$ cat config.mk
export PLATFORM = sky130hd
export DESIGN_NAME = truth_table_scanner
export DESIGN_NICKNAME = d
export VERILOG_FILES = /design/src/rtl/cto_pkg.sv /design/src/rtl/settle_timer.sv /design/src/rtl/truth_table_scanner.sv
export SDC_FILE = /design/constraint.sdc
export NUM_CORES = 1
export LEC_CHECK = 0
export CAP_MARGIN = 40
export CORE_MARGIN = 5
export CORE_UTILIZATION = 58
export CTS_BUF_LIST = sky130_fd_sc_hd__clkbuf_2 sky130_fd_sc_hd__clkbuf_4 sky130_fd_sc_hd__clkbuf_8
export DETAILED_ROUTE_END_ITERATION = 10
export GPL_TIMING_DRIVEN = 0
export PLACE_DENSITY = 0.89
export REMOVE_ABC_BUFFERS = 1
export SYNTH_ARGS = -nofsm -noshare
export SYNTH_HDL_FRONTEND = slang
export SYNTH_SLANG_ARGS = --single-unit
export TNS_END_PERCENT = 50
$ cat constraint.sdc
create_clock -name clk -period 5.3 [get_ports clk]
set_input_delay 1.06 -clock clk [delete_from_list [all_inputs] [get_ports clk]]
set_output_delay 1.06 -clock clk [all_outputs]
set_load 0.02 [all_outputs]
$ cat src/rtl/cto_pkg.sv
// Shared types and constants for the truth-table scanner and its settle timer.
package cto_pkg;

    localparam int unsigned NUM_VEC  = 16;
    localparam int unsigned VEC_W    = 4;
    localparam int unsigned ERR_W    = 5;
    localparam int unsigned SETTLE_W = 4;

    localparam logic [NUM_VEC-1:0] CTO3_S1_EXPECTED = 16'h3801;

    typedef enum logic [1:0] {
        IDLE   = 2'd0,
        DRIVE  = 2'd1,
        SAMPLE = 2'd2,
        DONE   = 2'd3
    } scan_state_t;

    // Captured result of one scan; cleared together on an accepted start.
    typedef struct packed {
        logic [NUM_VEC-1:0] tt;
        logic [ERR_W-1:0]   err;
        logic               pass;
    } scan_result_t;

endpackage

$ cat src/rtl/settle_timer.sv
// Loadable down-counter with a registered zero flag; paces each vector's hold time.
module settle_timer
    import cto_pkg::*;
(
    input  logic                clk,
    input  logic                rst_n,
    input  logic                load_i,
    input  logic [SETTLE_W-1:0] load_val_i,
    output logic                zero_o
);

    logic [SETTLE_W-1:0] cnt_q;
    logic [SETTLE_W-1:0] cnt_d;

    // Load wins over counting; the counter parks at zero.
    always_comb begin
        cnt_d = cnt_q;
        if (load_i) begin
            cnt_d = load_val_i;
        end else if (cnt_q != '0) begin
            cnt_d = cnt_q - SETTLE_W'(1);
        end
    end

    always_ff @(posedge clk or negedge rst_n) begin
        if (!rst_n) begin
            cnt_q  <= '0;
            zero_o <= 1'b1;
        end else begin
            cnt_q  <= cnt_d;
            zero_o <= (cnt_d == '0);
        end
    end

endmodule

$ cat src/rtl/truth_table_scanner.sv
// Drives all 16 input vectors into a 4-input circuit, captures s1 per vector,
// and grades the captured truth table against a golden constant.
module truth_table_scanner
    import cto_pkg::*;
#(
    parameter int unsigned        SETTLE_CYCLES = 1,
    parameter logic [NUM_VEC-1:0] EXPECTED      = CTO3_S1_EXPECTED
) (
    input  logic               clk,
    input  logic               rst_n,
    input  logic               start,
    input  logic               s1,
    output logic               a,
    output logic               b,
    output logic               c,
    output logic               d,
    output logic               busy,
    output logic               done,
    output logic [NUM_VEC-1:0] table_o,
    output logic [ERR_W-1:0]   err_cnt,
    output logic               pass
);

    // With no settle time the DRIVE state is bypassed entirely.
    localparam logic                SKIP_DRIVE = (SETTLE_CYCLES == 0);
    localparam int unsigned         LOAD_INT   = (SETTLE_CYCLES == 0) ? 0 : SETTLE_CYCLES - 1;
    localparam logic [SETTLE_W-1:0] LOAD_VAL   = SETTLE_W'(LOAD_INT);
    localparam logic [VEC_W-1:0]    LAST_VEC   = VEC_W'(NUM_VEC - 1);

    scan_state_t        state_q;
    logic [VEC_W-1:0]   idx_q;
    logic               busy_q;
    logic               done_q;
    scan_result_t       res_q;
    logic [ERR_W-1:0]   err_d;
    logic               timer_load;
    logic               timer_zero;
    scan_state_t        drive_entry;

    assign drive_entry = SKIP_DRIVE ? SAMPLE : DRIVE;

    // Timer is (re)loaded on every transition into the hold phase of a vector.
    assign timer_load = ((state_q == IDLE) && start) ||
                        ((state_q == SAMPLE) && (idx_q != LAST_VEC));

    always_comb begin
        err_d = res_q.err;
        if (s1 != EXPECTED[idx_q]) begin
            err_d = res_q.err + ERR_W'(1);
        end
    end

    settle_timer u_settle_timer (
        .clk        (clk),
        .rst_n      (rst_n),
        .load_i     (timer_load),
        .load_val_i (LOAD_VAL),
        .zero_o     (timer_zero)
    );

    always_ff @(posedge clk or negedge rst_n) begin
        if (!rst_n) begin
            state_q <= IDLE;
            idx_q   <= '0;
            busy_q  <= 1'b0;
            done_q  <= 1'b0;
            res_q   <= '0;
        end else begin
            case (state_q)
                IDLE: begin
                    if (start) begin
                        state_q <= drive_entry;
                        idx_q   <= '0;
                        busy_q  <= 1'b1;
                        res_q   <= '0;
                    end
                end
                DRIVE: begin
                    if (timer_zero) begin
                        state_q <= SAMPLE;
                    end
                end
                SAMPLE: begin
                    res_q.tt[idx_q] <= s1;
                    res_q.err       <= err_d;
                    // pass is settled on entry to DONE so it is valid alongside done.
                    if (idx_q == LAST_VEC) begin
                        state_q    <= DONE;
                        done_q     <= 1'b1;
                        res_q.pass <= (err_d == '0);
                    end else begin
                        state_q <= drive_entry;
                        idx_q   <= idx_q + VEC_W'(1);
                    end
                end
                DONE: begin
                    state_q <= IDLE;
                    done_q  <= 1'b0;
                    busy_q  <= 1'b0;
                end
                default: begin
                    state_q <= IDLE;
                end
            endcase
        end
    end

    assign {a, b, c, d} = idx_q;
    assign busy         = busy_q;
    assign done         = done_q;
    assign table_o      = res_q.tt;
    assign err_cnt      = res_q.err;
    assign pass         = res_q.pass;

endmodule

---- Word-level counts from Yosys, hierarchy flattened ----
Memories as Yosys holds them, arrays and structs flattened.
Index checks and enable logic that the tools add are counted.
W data, S select, Z words.
word-level totals
  bits in registers ....................... 35
  bits in latches ......................... 0
  bits in writable memories ............... 0
  memory bits (read-only) ................. 16
  memories ................................ 1
memories
  name             words  bits a word  read ports  clocked after Yosys merged registers in  wr ports  RTL line                   text
  (no name shown)  16     1            1           0                                        0         truth_table_scanner.sv:48  if (s1 != EXPECTED[idx_q]) begin
cells by class
  add/sub/neg operators ................... 3
  multiply operators ...................... 0
  div/mod/pow operators ................... 0
  magnitude comparators ................... 2
  equality and inequality tests ........... 10
  shifts and indexed selects .............. 0
  muxes and demuxes ....................... 21
  bitwise logic cells ..................... 0
  reduce and logical (&&, ||, !) cells .... 17
operators with widths
  operator               number
  $pmux W22 S2           1
  $mux W22               1
  $bwmux W16             1
  $mux W4                4
  $pmux W2 S4            1
  $pmux W4 S2            1
  $reduce_and A2 Y1      4
  $mux W2                3
  $reduce_and A3 Y1      2
  $reduce_bool A2 Y1     3
  $add A5 B1 Y5 const B  1
  $logic_not A5 Y1       1
  $lt A4 B5 Y1 const B   1
  $mux W1                5
  $mux W5                1
  $add A4 B1 Y4 const B  1
  $demux W1 S4           1
  $eq A2 B2 Y1 const B   2
  $eq A4 B4 Y1 const B   1
  $ge A4 B1 Y1 const B   1
  $logic_not A4 Y1       1
  $ne A2 B1 Y1 const B   2
  $ne A2 B2 Y1 const B   2
  $ne A4 B4 Y1 const B   1
  other kinds (8)        11

---- Logic depth before layout (Yosys ltp) ----
  word-level depth ........................ 7
  depth in mapped cells ................... 7

---- Cells and area by module ----
From an unflattened synthesis, not the netlist that was laid out.
unflattened totals
  cell total of the unflattened synthesis .. 184
  area, all modules ....................... 1841.8 µm²
modules (own cells, without submodules)
  module               instances  cells an instance  area each (µm²)  sequential area each (µm²)
  truth_table_scanner  1          159                1564.0           750.7
  settle_timer         1          25                 277.8            126.4

---- Worst setup path before layout ----
Ideal clock, no wire load.
  kind .................................... input-to-reg
  from .................................... in start
  to ...................................... reg idx_q[3]
  library setup time ...................... 0.127 ns
  arrival ................................. 2.011 ns
  setup slack ............................. 3.162 ns
  stages on the path ...................... 6
  buffers on the path ..................... 1
  cell sequence ........................... or3b_1 buf_4 o21ai_4 nor3b_2 xnor2_1 nor2_1
on the way
  longest elaborated chain between the ends .. 2
RTL lines
  element                             RTL line                   text
  start, declared                     truth_table_scanner.sv:11  input logic start,
  $ne A2 B2 Y1 (no source line)       -
  $reduce_and A3 Y1 (no source line)  -
  end signal, assigned                truth_table_scanner.sv:93  idx_q <= idx_q + VEC_W'(1);
  end, declared                       truth_table_scanner.sv:31  logic [VEC_W-1:0] idx_q;
Every way passes these cells.
A chain may end at the register's enable or synchronous reset.

---- Worst setup path after layout ----
  from .................................... reg idx_q[2]
  to ...................................... out b
RTL lines
  element        RTL line                   text
  end, declared  truth_table_scanner.sv:14  output logic b,
No word-level cell between the ends.

==> run summary <==
Cells after Synth -> 180
gate family responsible for the most delay along the worst path -> buffers and inverters
worst path arrival time -> 1.72 ns
worst reg-to-reg setup slack -> 3.18 ns
distinct cell type count of the synthesized netlist -> 43
chain of cells forming the critical path -> clkdlybuf4s50_1
Final nets -> 219
maximum root-to-sink buffer count -> 2
upper clock frequency limit -> 0.360 GHz
Area Overhead vs Synth -> 21.1%
Final Max Tran Viols -> 0
clock latency on the worst-skew pair -> 0.34 ns
depth of the critical timing path with buffers and inverters included -> 1
total of flip-flops plus latches after synthesis -> 35
crit path launch type -> flop
DRT antenna net count -> 0
antenna violations before repair -> 0
part of the power in registers -> 0.419
share of the clock period used by the worst path -> 0.524
cell area after technology mapping -> 1800 um2
worst hold-check path type -> reg2reg
final worst clock skew -> 0.00279 ns
Critical R2R Capture -> pass$_DFFE_PN0P_
number of synthesized flops with an enable pin -> 0
CP peak stage delay -> 0.71 ns
Worst Path Class, Setup -> reg2out
final critical delay including setup and external delays -> 2.78 ns
wire per inst -> 16.7 um
Syn Area/Cell -> 10.0 um2
Setup TNS -> 0 ns
clk sinks -> 35
Antenna Diode Count -> 0
number of violations of the max-capacitance limit -> 0
Hold Worst Slack -> 0.504 ns
DPL Wire Length -> 2.87 mm
GRT Overall Usage -> 0.208
die span in x -> 65.7 um
depth of the most critical reg-to-reg path -> 5
global-route wire length before repair -> 6.97 mm
Die Y-Extent -> 65.7 um
Total Routed Length -> 4.05 mm
Max rail drop VDD -> 231 uV
largest net degree at the start of global routing -> 36
total power divided by cell area -> 383 nW/um2
DR vias/cell -> 6.31
total of endpoints with negative setup slack in the final report -> 0
starting density of the core -> 0.599
internal power consumption -> 510 uW
Leakage -> 0.899 nW
TritonCTS clock tree -> built
Synth warnings -> 0
result of the run -> finished clean
overflow left after global routing -> 0
remaining routing DRC violations -> 0
post-synth top area share -> 0.473
# hold bufs at CTS -> 0
TritonCTS Buffers -> 5
clock root buffer master -> clkbuf_4
fraction of final layout cells with drive strength greater than 1 -> 0.0667
most area-hungry cell type in the Yosys netlist -> dfrtp_1
master of the slowest instance on the critical path -> clkdlybuf4s50_1
Resize count post-CTS -> 0
Critical R2R Launch -> state_q[0]$_DFFE_PN0P_
clock network fraction of total power -> 0.204
type of element capturing the critical path -> output pin
dpl ws -> 2.29 ns
Least-Margin Pin Slew -> 0.772 ns
post-layout power -> 834 uW
CTS H-tree lvls -> 2
primary flip-flop cell chosen by synthesis mapping -> dfrtp_1
startpoint of the tightest hold check path -> done$_DFFE_PN0P_
number of cells on the worst hold path -> 1
largest fanout on the critical path -> 18
min setup slack post-route -> 2.52 ns
relative slew slack -> 0.485
sequential fraction of the synthesis area -> 0.487
Post-CTS Setup Repair Bufs -> 0
row count -> 20
die area -> 4320 um2
cells taking the most area after synthesis -> dfrtp_1, o31ai_1, o211ai_1, ha_1, o21ai_0
buffers and inverters on the worst path -> 1
# port buffers -> 31
RSZ-0062 raised after global routing -> no
share of synthesized flip-flops with an asynchronous set or reset -> 1.00
switching power total -> 323 uW
DR iter-0 viols -> 88
Worst-path clk slew -> 0.10 ns
number of top-level design ports -> 32
required time reported for the critical path endpoint -> 4.24 ns
Comb pwr share -> 0.377
hold violation count in the final report -> 0
total via count in the routed design -> 1533
fraction of power spent switching nets -> 0.388
worst hold endpoint -> done$_DFFE_PN0P_
total iterations of the first detailed-routing run -> 4
via count of the first global-routing pass -> 1533
weighted congestion reported at the end of routability-driven placement -> 0.872
area of the core region -> 3000 um2
==> final cells by class <==
cell class / instances / area (um2)
repair buffers: 31 / 305
flip-flops and latches: 35 / 877
fillers: 245 / 825
inverters: 8 / 30.0
clock buffers: 8 / 72.6
well taps: 33 / 41.3
multi-input cells: 128 / 852
==> logic make-up after synthesis <==
kind of cell,count (synthesis),synth area share
AND/OR/NAND/NOR,52,0.150
buffers and inverters,17,0.0389
adder cells (fa/ha/maj),6,0.0417
XOR/XNOR,2,0.00974
flip-flops,35,0.487
AO/OA/AOI/OAI,68,0.272
==> Yosys cell counts (2+ instances only) <==
cell and number:
dfrtp_1 34, nand2_1 15, o21ai_0 15, o31ai_1 13, o211ai_1 12, nor2_1 9
inv_1 8, a21oi_1 7, ha_1 6, nand2b_1 5, clkbuf_1 4, nand3_1 4
nor3_1 4, o311ai_0 4, o41ai_1 4, a31oi_1 2, and2_1 2, and3_1 2
buf_1 2, buf_2 2, nor2b_1 2, nor3b_1 2, xnor2_1 2
==> cell usage in the layout, fill, tap and decap left out, types with 2 or more instances in the layout <==
master | synthesis | routed
a21oi_1 | 7 | 7
a31oi_1 | 2 | 2
clkbuf_8 | 0 | 2
and3_1 | 2 | 2
o211ai_1 | 12 | 12
o31ai_1 | 13 | 13
dfrtp_1 | 34 | 34
nand2_1 | 15 | 15
inv_1 | 8 | 8
o21ai_0 | 15 | 15
nand3_1 | 4 | 4
xnor2_1 | 2 | 2
nor2_1 | 9 | 9
clkdlybuf4s50_1 | 0 | 30
o41ai_1 | 4 | 4
clkbuf_4 | 0 | 6
ha_1 | 6 | 6
o311ai_0 | 4 | 4
nor3_1 | 4 | 4
nor3b_1 | 2 | 2
and2_1 | 2 | 2
nor2b_1 | 2 | 2
nand2b_1 | 5 | 5
==> metal layers <==
layer  part of all wire  vias to the layer above  GRT usage  wire [um]
li1                   -                      738          -          -
met1               0.44                      739      0.256       1790
met2               0.50                       52      0.344       2010
met3              0.049                        4     0.0581        199
met4              0.011                        0     0.0829         44
met5                  0                        -          0          0
==> metrics by stage <==
stage	util	instance area, um2	std cells
after global placement	0.703	2110	235
after detailed placement	0.701	2110	235
after floorplan	-	1760	171
final	0.725	2180	243
after global routing	0.725	2180	243
after CTS	0.725	2180	243
==> worst max path at each step <==
stage,from,slack (ns),end
floorplan,start,3.01,idx_q[3]$_DFFE_PN0P_
global placement,start,2.33,idx_q[3]$_DFFE_PN0P_
detailed placement,start,2.29,idx_q[3]$_DFFE_PN0P_
CTS,idx_q[2]$_DFFE_PN0P_,2.52,b
global route,idx_q[2]$_DFFE_PN0P_,2.44,b
finish,idx_q[2]$_DFFE_PN0P_,2.52,b
==> sequential cells by signal (all words and copies together) (netlist names) <==
signal and cells:
idx_q 4, busy 1, u_settle_timer.zero_o 1, err_cnt 5
pass 1, u_settle_timer.cnt_q 4, state_q 2, done 1
table_o 16
==> power by group through the flow <==
stage / sequential, mW / clock (mW) / combinational, mW
finish: 0.349 / 0.170 / 0.315
global route: 0.357 / 0.187 / 0.346
CTS: 0.349 / 0.174 / 0.316
detailed placement: 0.353 / 0 / 0.315
global placement: 0.350 / 0 / 0.301
floorplan: 0.378 / 0 / 0.169
(Power assumes the default switching activity.)
